**src/rtl/usb_host_linectl.sv**
```systemverilog
// USB host line controller: drives bus reset (SE0), resume (K) and
// keep-alive EOP (SE0 then J) onto the pads, and tracks device attach from
// the synchronized receive levels.
module usb_host_linectl #(
  parameter int unsigned RESET_CLKS   = 480000,
  parameter int unsigned RESUME_CLKS  = 960000,
  parameter int unsigned EOP_SE0_CLKS = 8,
  parameter int unsigned EOP_J_CLKS   = 4,
  parameter int unsigned CONNECT_CLKS = 4800,
  parameter int unsigned DISC_CLKS    = 120
) (
  input  logic       clk_48mhz,
  input  logic       reset_n,
  input  logic       cmd_valid,
  input  logic [1:0] cmd_op,
  output logic       cmd_ready,
  output logic       busy,
  output logic       done,
  output logic       usb_p_tx,
  output logic       usb_n_tx,
  output logic       usb_tx_en,
  input  logic       usb_p_rx,
  input  logic       usb_n_rx,
  output logic       connected
);

  typedef enum logic [2:0] {
    ST_IDLE,
    ST_RST_SE0,
    ST_RES_K,
    ST_EOP_SE0,
    ST_EOP_J,
    ST_DONE
  } state_t;

  // Counters count down to zero, so each timed state is loaded with N-1.
  localparam logic [31:0] RESET_LD   = 32'(RESET_CLKS - 1);
  localparam logic [31:0] RESUME_LD  = 32'(RESUME_CLKS - 1);
  localparam logic [31:0] EOP_SE0_LD = 32'(EOP_SE0_CLKS - 1);
  localparam logic [31:0] EOP_J_LD   = 32'(EOP_J_CLKS - 1);
  localparam logic [31:0] CONN_MAX   = 32'(CONNECT_CLKS);
  localparam logic [31:0] DISC_MAX   = 32'(DISC_CLKS);

  state_t      state_q, state_d;
  logic [31:0] cnt_q, cnt_d;

  logic        cmd_ready_q, cmd_ready_d;
  logic        busy_q, busy_d;
  logic        done_q, done_d;
  logic        p_tx_q, p_tx_d;
  logic        n_tx_q, n_tx_d;
  logic        tx_en_q, tx_en_d;

  logic        p_s1_q, p_s2_q, n_s1_q, n_s2_q;
  logic [31:0] jrun_q, jrun_d;
  logic [31:0] srun_q, srun_d;
  logic        conn_q, conn_d;
  logic        rx_j, rx_se0;

  // Next state and timer; a command is taken only while the registered ready is high.
  always_comb begin
    state_d = state_q;
    cnt_d   = cnt_q;
    unique case (state_q)
      ST_IDLE: begin
        if (cmd_valid && cmd_ready_q) begin
          unique case (cmd_op)
            2'b00: begin state_d = ST_RST_SE0; cnt_d = RESET_LD;   end
            2'b01: begin state_d = ST_RES_K;   cnt_d = RESUME_LD;  end
            2'b10: begin state_d = ST_EOP_SE0; cnt_d = EOP_SE0_LD; end
            default: begin state_d = ST_DONE;  cnt_d = '0;         end
          endcase
        end
      end
      ST_RST_SE0: begin
        if (cnt_q == '0) begin state_d = ST_EOP_J; cnt_d = EOP_J_LD; end
        else cnt_d = cnt_q - 32'd1;
      end
      ST_RES_K: begin
        if (cnt_q == '0) begin state_d = ST_EOP_SE0; cnt_d = EOP_SE0_LD; end
        else cnt_d = cnt_q - 32'd1;
      end
      ST_EOP_SE0: begin
        if (cnt_q == '0) begin state_d = ST_EOP_J; cnt_d = EOP_J_LD; end
        else cnt_d = cnt_q - 32'd1;
      end
      ST_EOP_J: begin
        if (cnt_q == '0) begin state_d = ST_DONE; cnt_d = '0; end
        else cnt_d = cnt_q - 32'd1;
      end
      ST_DONE: begin
        state_d = ST_IDLE;
        cnt_d   = '0;
      end
      default: begin
        state_d = ST_IDLE;
        cnt_d   = '0;
      end
    endcase
  end

  // Outputs are decoded from the next state so the registered copies line up with the state itself.
  always_comb begin
    cmd_ready_d = (state_d == ST_IDLE);
    busy_d      = (state_d != ST_IDLE);
    done_d      = (state_d == ST_DONE);
    p_tx_d      = 1'b1;
    n_tx_d      = 1'b0;
    tx_en_d     = 1'b0;
    unique case (state_d)
      ST_RST_SE0, ST_EOP_SE0: begin p_tx_d = 1'b0; n_tx_d = 1'b0; tx_en_d = 1'b1; end
      ST_RES_K:               begin p_tx_d = 1'b0; n_tx_d = 1'b1; tx_en_d = 1'b1; end
      ST_EOP_J:               begin p_tx_d = 1'b1; n_tx_d = 1'b0; tx_en_d = 1'b1; end
      default: ;
    endcase
  end

  // FSM state, timer and registered line/handshake outputs.
  always_ff @(posedge clk_48mhz or negedge reset_n) begin
    if (!reset_n) begin
      state_q     <= ST_IDLE;
      cnt_q       <= '0;
      cmd_ready_q <= 1'b0;
      busy_q      <= 1'b0;
      done_q      <= 1'b0;
      p_tx_q      <= 1'b1;
      n_tx_q      <= 1'b0;
      tx_en_q     <= 1'b0;
    end else begin
      state_q     <= state_d;
      cnt_q       <= cnt_d;
      cmd_ready_q <= cmd_ready_d;
      busy_q      <= busy_d;
      done_q      <= done_d;
      p_tx_q      <= p_tx_d;
      n_tx_q      <= n_tx_d;
      tx_en_q     <= tx_en_d;
    end
  end

  // Two-flop synchronizers for the asynchronous pad levels.
  always_ff @(posedge clk_48mhz or negedge reset_n) begin
    if (!reset_n) begin
      p_s1_q <= 1'b0;
      p_s2_q <= 1'b0;
      n_s1_q <= 1'b0;
      n_s2_q <= 1'b0;
    end else begin
      p_s1_q <= usb_p_rx;
      p_s2_q <= p_s1_q;
      n_s1_q <= usb_n_rx;
      n_s2_q <= n_s1_q;
    end
  end

  assign rx_j   =  p_s2_q & ~n_s2_q;
  assign rx_se0 = ~p_s2_q & ~n_s2_q;

  // Run-length counters for idle J and SE0, only while the host is not driving.
  always_comb begin
    jrun_d = '0;
    srun_d = '0;
    if (!tx_en_q) begin
      if (rx_j)        jrun_d = (jrun_q >= CONN_MAX) ? jrun_q : jrun_q + 32'd1;
      else if (rx_se0) srun_d = (srun_q >= DISC_MAX) ? srun_q : srun_q + 32'd1;
    end
    conn_d = conn_q;
    if (jrun_q >= CONN_MAX)      conn_d = 1'b1;
    else if (srun_q >= DISC_MAX) conn_d = 1'b0;
  end

  // Attach status tracks the run counters one cycle after a threshold is hit.
  always_ff @(posedge clk_48mhz or negedge reset_n) begin
    if (!reset_n) begin
      jrun_q <= '0;
      srun_q <= '0;
      conn_q <= 1'b0;
    end else begin
      jrun_q <= jrun_d;
      srun_q <= srun_d;
      conn_q <= conn_d;
    end
  end

  assign cmd_ready = cmd_ready_q;
  assign busy      = busy_q;
  assign done      = done_q;
  assign usb_p_tx  = p_tx_q;
  assign usb_n_tx  = n_tx_q;
  assign usb_tx_en = tx_en_q;
  assign connected = conn_q;

endmodule
```
**config.mk**
```make
export PLATFORM = sky130hd
export DESIGN_NAME = usb_host_linectl
export DESIGN_NICKNAME = d
export VERILOG_FILES = /design/src/rtl/usb_host_linectl.sv
export SDC_FILE = /design/constraint.sdc
export NUM_CORES = 1
export LEC_CHECK = 0
export ABC_AREA = 1
export BUFFER_PORTS_ARGS = -buffer_cell sky130_fd_sc_hd__buf_2
export CAP_MARGIN = 20
export CORE_MARGIN = 3
export CORE_UTILIZATION = 55
export CTS_BUF_LIST = sky130_fd_sc_hd__clkbuf_4 sky130_fd_sc_hd__clkbuf_8
export DETAILED_ROUTE_END_ITERATION = 8
export PLACE_DENSITY = 0.83
export SETUP_SLACK_MARGIN = 0.3
export SYNTH_ARGS = -nofsm -noshare
export SYNTH_HDL_FRONTEND = slang
export SYNTH_SLANG_ARGS = --single-unit
```
**constraint.sdc**
```tcl
create_clock -name clk_48mhz -period 1.64 [get_ports clk_48mhz]
set_input_delay 0.164 -clock clk_48mhz [delete_from_list [all_inputs] [get_ports clk_48mhz]]
set_output_delay 0.164 -clock clk_48mhz [all_outputs]
set_load 0.05 [all_outputs]
```
==> parameters.txt <==
Parameter                              Value

Status
  Outcome ... finished with violations
  Violated checks ... negative setup slack

Placement
  Port Buffers ... 13
  Routability congestion estimate ... 0.917
  Placed wire-length estimate ... ~9500 um
  Dpl cell area ... 6480 um^2

Clock tree
  Clock Tree Buf Depth ... 2
  Total clock sinks ... 110
  Clock buffers created by TritonCTS ... 9
  H-tree level count ... 3
  Clock tree from TritonCTS ... done
  Cell at the root of the clock tree ... sky130_fd_sc_hd__clkbuf_8
  Post-CTS clock slew at the launch and capture registers of the worst setup and hold paths ... 0.13 ns
  Insertion delay of the later-clocked pin in the worst-skew pair ... 0.40 ns

Layout
  Area of all placed cells without fillers ... 8150 um^2
  Area taken by flip-flops and latches ... 2760 um^2
  Number of inserted diodes ... 0
  NumNets Final ... 870
  Area of the multi-input gates ... 3380 um^2
  Number of fill cells in the layout ... ~450
  Fraction of layout cells with a size suffix above 1 ... 0.462
  Area added between synthesis and finish ... 42.4%

Yosys
  Top cell type's share of synthesized area ... 0.477
  Sequential-to-total area share from yosys stat ... 0.481
  Largest cells by area after synthesis ... sky130_fd_sc_hd__dfrtp_1 (48%), sky130_fd_sc_hd__nand2_1 (8.3%), sky130_fd_sc_hd__nor2_1 (8.3%)
  Synthesized net count ... 729
  Ys async rst share ... 1.00
  EDFF count, synth ... 0
  Commonest cells in the synthesized netlist ... sky130_fd_sc_hd__nand2_1 (126), sky130_fd_sc_hd__nor2_1 (126), sky130_fd_sc_hd__dfrtp_1 (109), sky130_fd_sc_hd__inv_1 (99), sky130_fd_sc_hd__nand3_1 (42)
  Mapped Area ... 5720 um^2
  Number of unique standard cell types used by synthesis ... 39
  Post-Synthesis Cells ... 712
  Synth Register Bits ... 110
  Avg Synthesized Cell Area ... 8.04 um^2
  Library cell with the largest summed area after synthesis ... sky130_fd_sc_hd__dfrtp_1
  Most instantiated flip-flop cell in the synthesis netlist ... sky130_fd_sc_hd__dfrtp_1
  Yosys warnings ... 0

Timing
  Total setup violations reported at the end of the flow ... 51
  Worst rel slew slack ... 0.629
  Worst Tran Pin Value ... 0.551 ns
  Post-layout worst setup margin ... -0.240 ns
  RSZ-0062 raised after global routing ... yes
  Setup skew after layout ... roughly 0.013 ns
  Post-layout minimum cycle time ... 1.88 ns
  Fin Hold WS ... around 0.22 ns
  Final hold violation count ... 0
  Final Max Tran Viols ... 0
  Period utilisation layout ... 1.15
  Maximum clock frequency ... 532 MHz

Worst setup path
  RR Endpoint ... done
  Number of cells traversed by the worst register-to-register path ... 12
  RR Startpoint ... cnt_q[1]
  Data arrival time of the critical path ... 2.19 ns
  Type of destination of the critical path ... flop
  Flop2flop setup slack ... -0.24 ns
  CP required ... 1.95 ns
  Critical path class ... reg2reg
  Top fanout value on the critical path ... 3
  Worst Setup Start Kind ... flop

GRT
  Global-route wire length before repair ... ~26000 um
  Total congestion overflow ... 0
  Number of antenna violations at the first check in global routing ... 0
  Total track usage ... 0.279
  Maximum number of pins on one net before global-route repair ... 36
  Number of global-route vias before repair ... 5588

Floorplan
  Overall die width ... 108 um
  Floorplan core area ... about 10000 um^2
  Ports ... 14
  Die Span Y ... 108 um
  Number of rows created at floorplan ... 36
  Area of the die ... 11700 um^2
  Effective utilization at floorplan ... 0.575

Route
  Initial DRT Pass Iterations ... 8
  WL per Instance ... 22.3 um
  Per-cell via count in the routed design ... 6.10
  Total number of vias ... 6049
  Final antenna-violating net count ... 0
  Total wirelength of the detailed-routed design ... ~22000 um
  Detailed Route Iter0 Violations ... 892
  DRC ... 0

Power
  Total leakage power ... 3.69 nW
  Peak VDD IR ... 0.00124 V
  Total power per unit cell area ... 1190 nW/um^2

Worst hold path
  Type of the tightest min-delay check ... in2async

Run
  Number of max-capacitance violations reported ... 0
==> cell families (layout without fill, tap and decap cells) <==
| group | count (synthesis) | after routing | synth area share |
|---|---|---|---|
| adder cells (fa/ha/maj) | 10 | 10 | 0.0219 |
| AO/OA/AOI/OAI | 67 | 67 | 0.0704 |
| buffers and inverters | 124 | 266 | 0.0862 |
| AND/OR/NAND/NOR | 382 | 386 | 0.311 |
| flip-flops | 110 | 110 | 0.481 |
| XOR/XNOR | 19 | 19 | 0.0291 |
==> final cells by class <==
class                      count  area share
sequential                   110       0.339
clock buffer                   9      0.0152
tap                          133      0.0204
clock inverter                 7     0.00952
multi-input combinational    482       0.414
inverter                     116      0.0568
timing repair buffer         134       0.145
==> power by group <==
| part | internal [mW] | switching (mW) | total [mW] |
|---|---|---|---|
| Clock | 0.613 | 1.15 | 1.76 |
| Combinational | 1.84 | 2.73 | 4.57 |
| Sequential | 3.01 | 0.335 | 3.35 |
==> worst max-delay path, stage by stage (launching register included) <==
cell	delay, ns
sky130_fd_sc_hd__dfrtp_1	0.43
sky130_fd_sc_hd__inv_2	0.12
sky130_fd_sc_hd__ha_4	0.17
sky130_fd_sc_hd__buf_6	0.11
sky130_fd_sc_hd__nand2_1	0.06
sky130_fd_sc_hd__nor2_2	0.12
sky130_fd_sc_hd__nand2_2	0.11
sky130_fd_sc_hd__inv_2	0.08
sky130_fd_sc_hd__nand2_2	0.06
sky130_fd_sc_hd__nand3_2	0.08
sky130_fd_sc_hd__nand2_4	0.07
sky130_fd_sc_hd__buf_4	0.15
sky130_fd_sc_hd__nor3_2	0.23
==> timing repair <==
item,4_1_cts,5_1_grt
resized for setup,84,183
pin swaps,36,50
cloned,4,1
endpoints found under the setup margin,98,98
buffers inserted,31,28
hold buffers,3,0
endpoints found under the hold margin,26,0
==> routing by layer <==
metal	wire, um	vias to the layer above	GRT usage
met5	0	-	0
met4	1970	0	0.126
met3	1730	188	0.0567
met2	11000	491	0.492
met1	7400	2846	0.329
li1	-	2524	-
==> stage by stage <==
stage                     utilization  cells  total power, mW  setup slack [ns]  setup TNS (ns)
after CTS                       0.729    962             8.31           -0.0599          -0.565
after global routing            0.819    991             10.0            -0.310          -11.31
after floorplan                     -    712             5.34             0.140               0
after detailed placement        0.651    908             6.37           -0.0597          -0.298
after global placement          0.651    908             6.27           0.00411               0
final                           0.819    991             9.68            -0.240           -5.22
==> worst max-delay path by stage <==
stage | to | slack [ns] | depth (start not counted) | start
finish | done | -0.24 | 12 | cnt_q[1]
global placement | cnt_q[2] | 0.004 | 12 | cnt_q[0]
floorplan | cnt_q[30] | 0.14 | 11 | cnt_q[0]
CTS | cnt_q[14] | -0.06 | 14 | cnt_q[0]
detailed placement | cnt_q[14] | -0.06 | 14 | cnt_q[0]
global route | srun_q[2] | -0.31 | 7 | srun_q[10]
==> layout by cell type (no fill, tap or decap), types with 16 or more instances in the layout <==
master and n:
sky130_fd_sc_hd__buf_4 96, sky130_fd_sc_hd__dfrtp_1 102, sky130_fd_sc_hd__inv_1 84, sky130_fd_sc_hd__inv_2 21
sky130_fd_sc_hd__nand2_1 92, sky130_fd_sc_hd__nand2_2 36, sky130_fd_sc_hd__nand3_1 27, sky130_fd_sc_hd__nand4_1 16
sky130_fd_sc_hd__nor2_1 58, sky130_fd_sc_hd__nor2_2 42, sky130_fd_sc_hd__nor2_4 52, sky130_fd_sc_hd__o21ai_1 19
sky130_fd_sc_hd__xor2_1 18
==> sequential cells by signal, indices dropped and copies added, names as in the netlist <==
name and flops:
cnt_q 32, jrun_q 32, srun_q 32, state_q 3
busy 1, cmd_ready 1, connected 1, done 1
n_s1_q 1, n_s2_q 1, p_s1_q 1, p_s2_q 1
usb_n_tx 1, usb_p_tx 1, usb_tx_en 1
No activity file was read; power rests on OpenSTA's default activity.
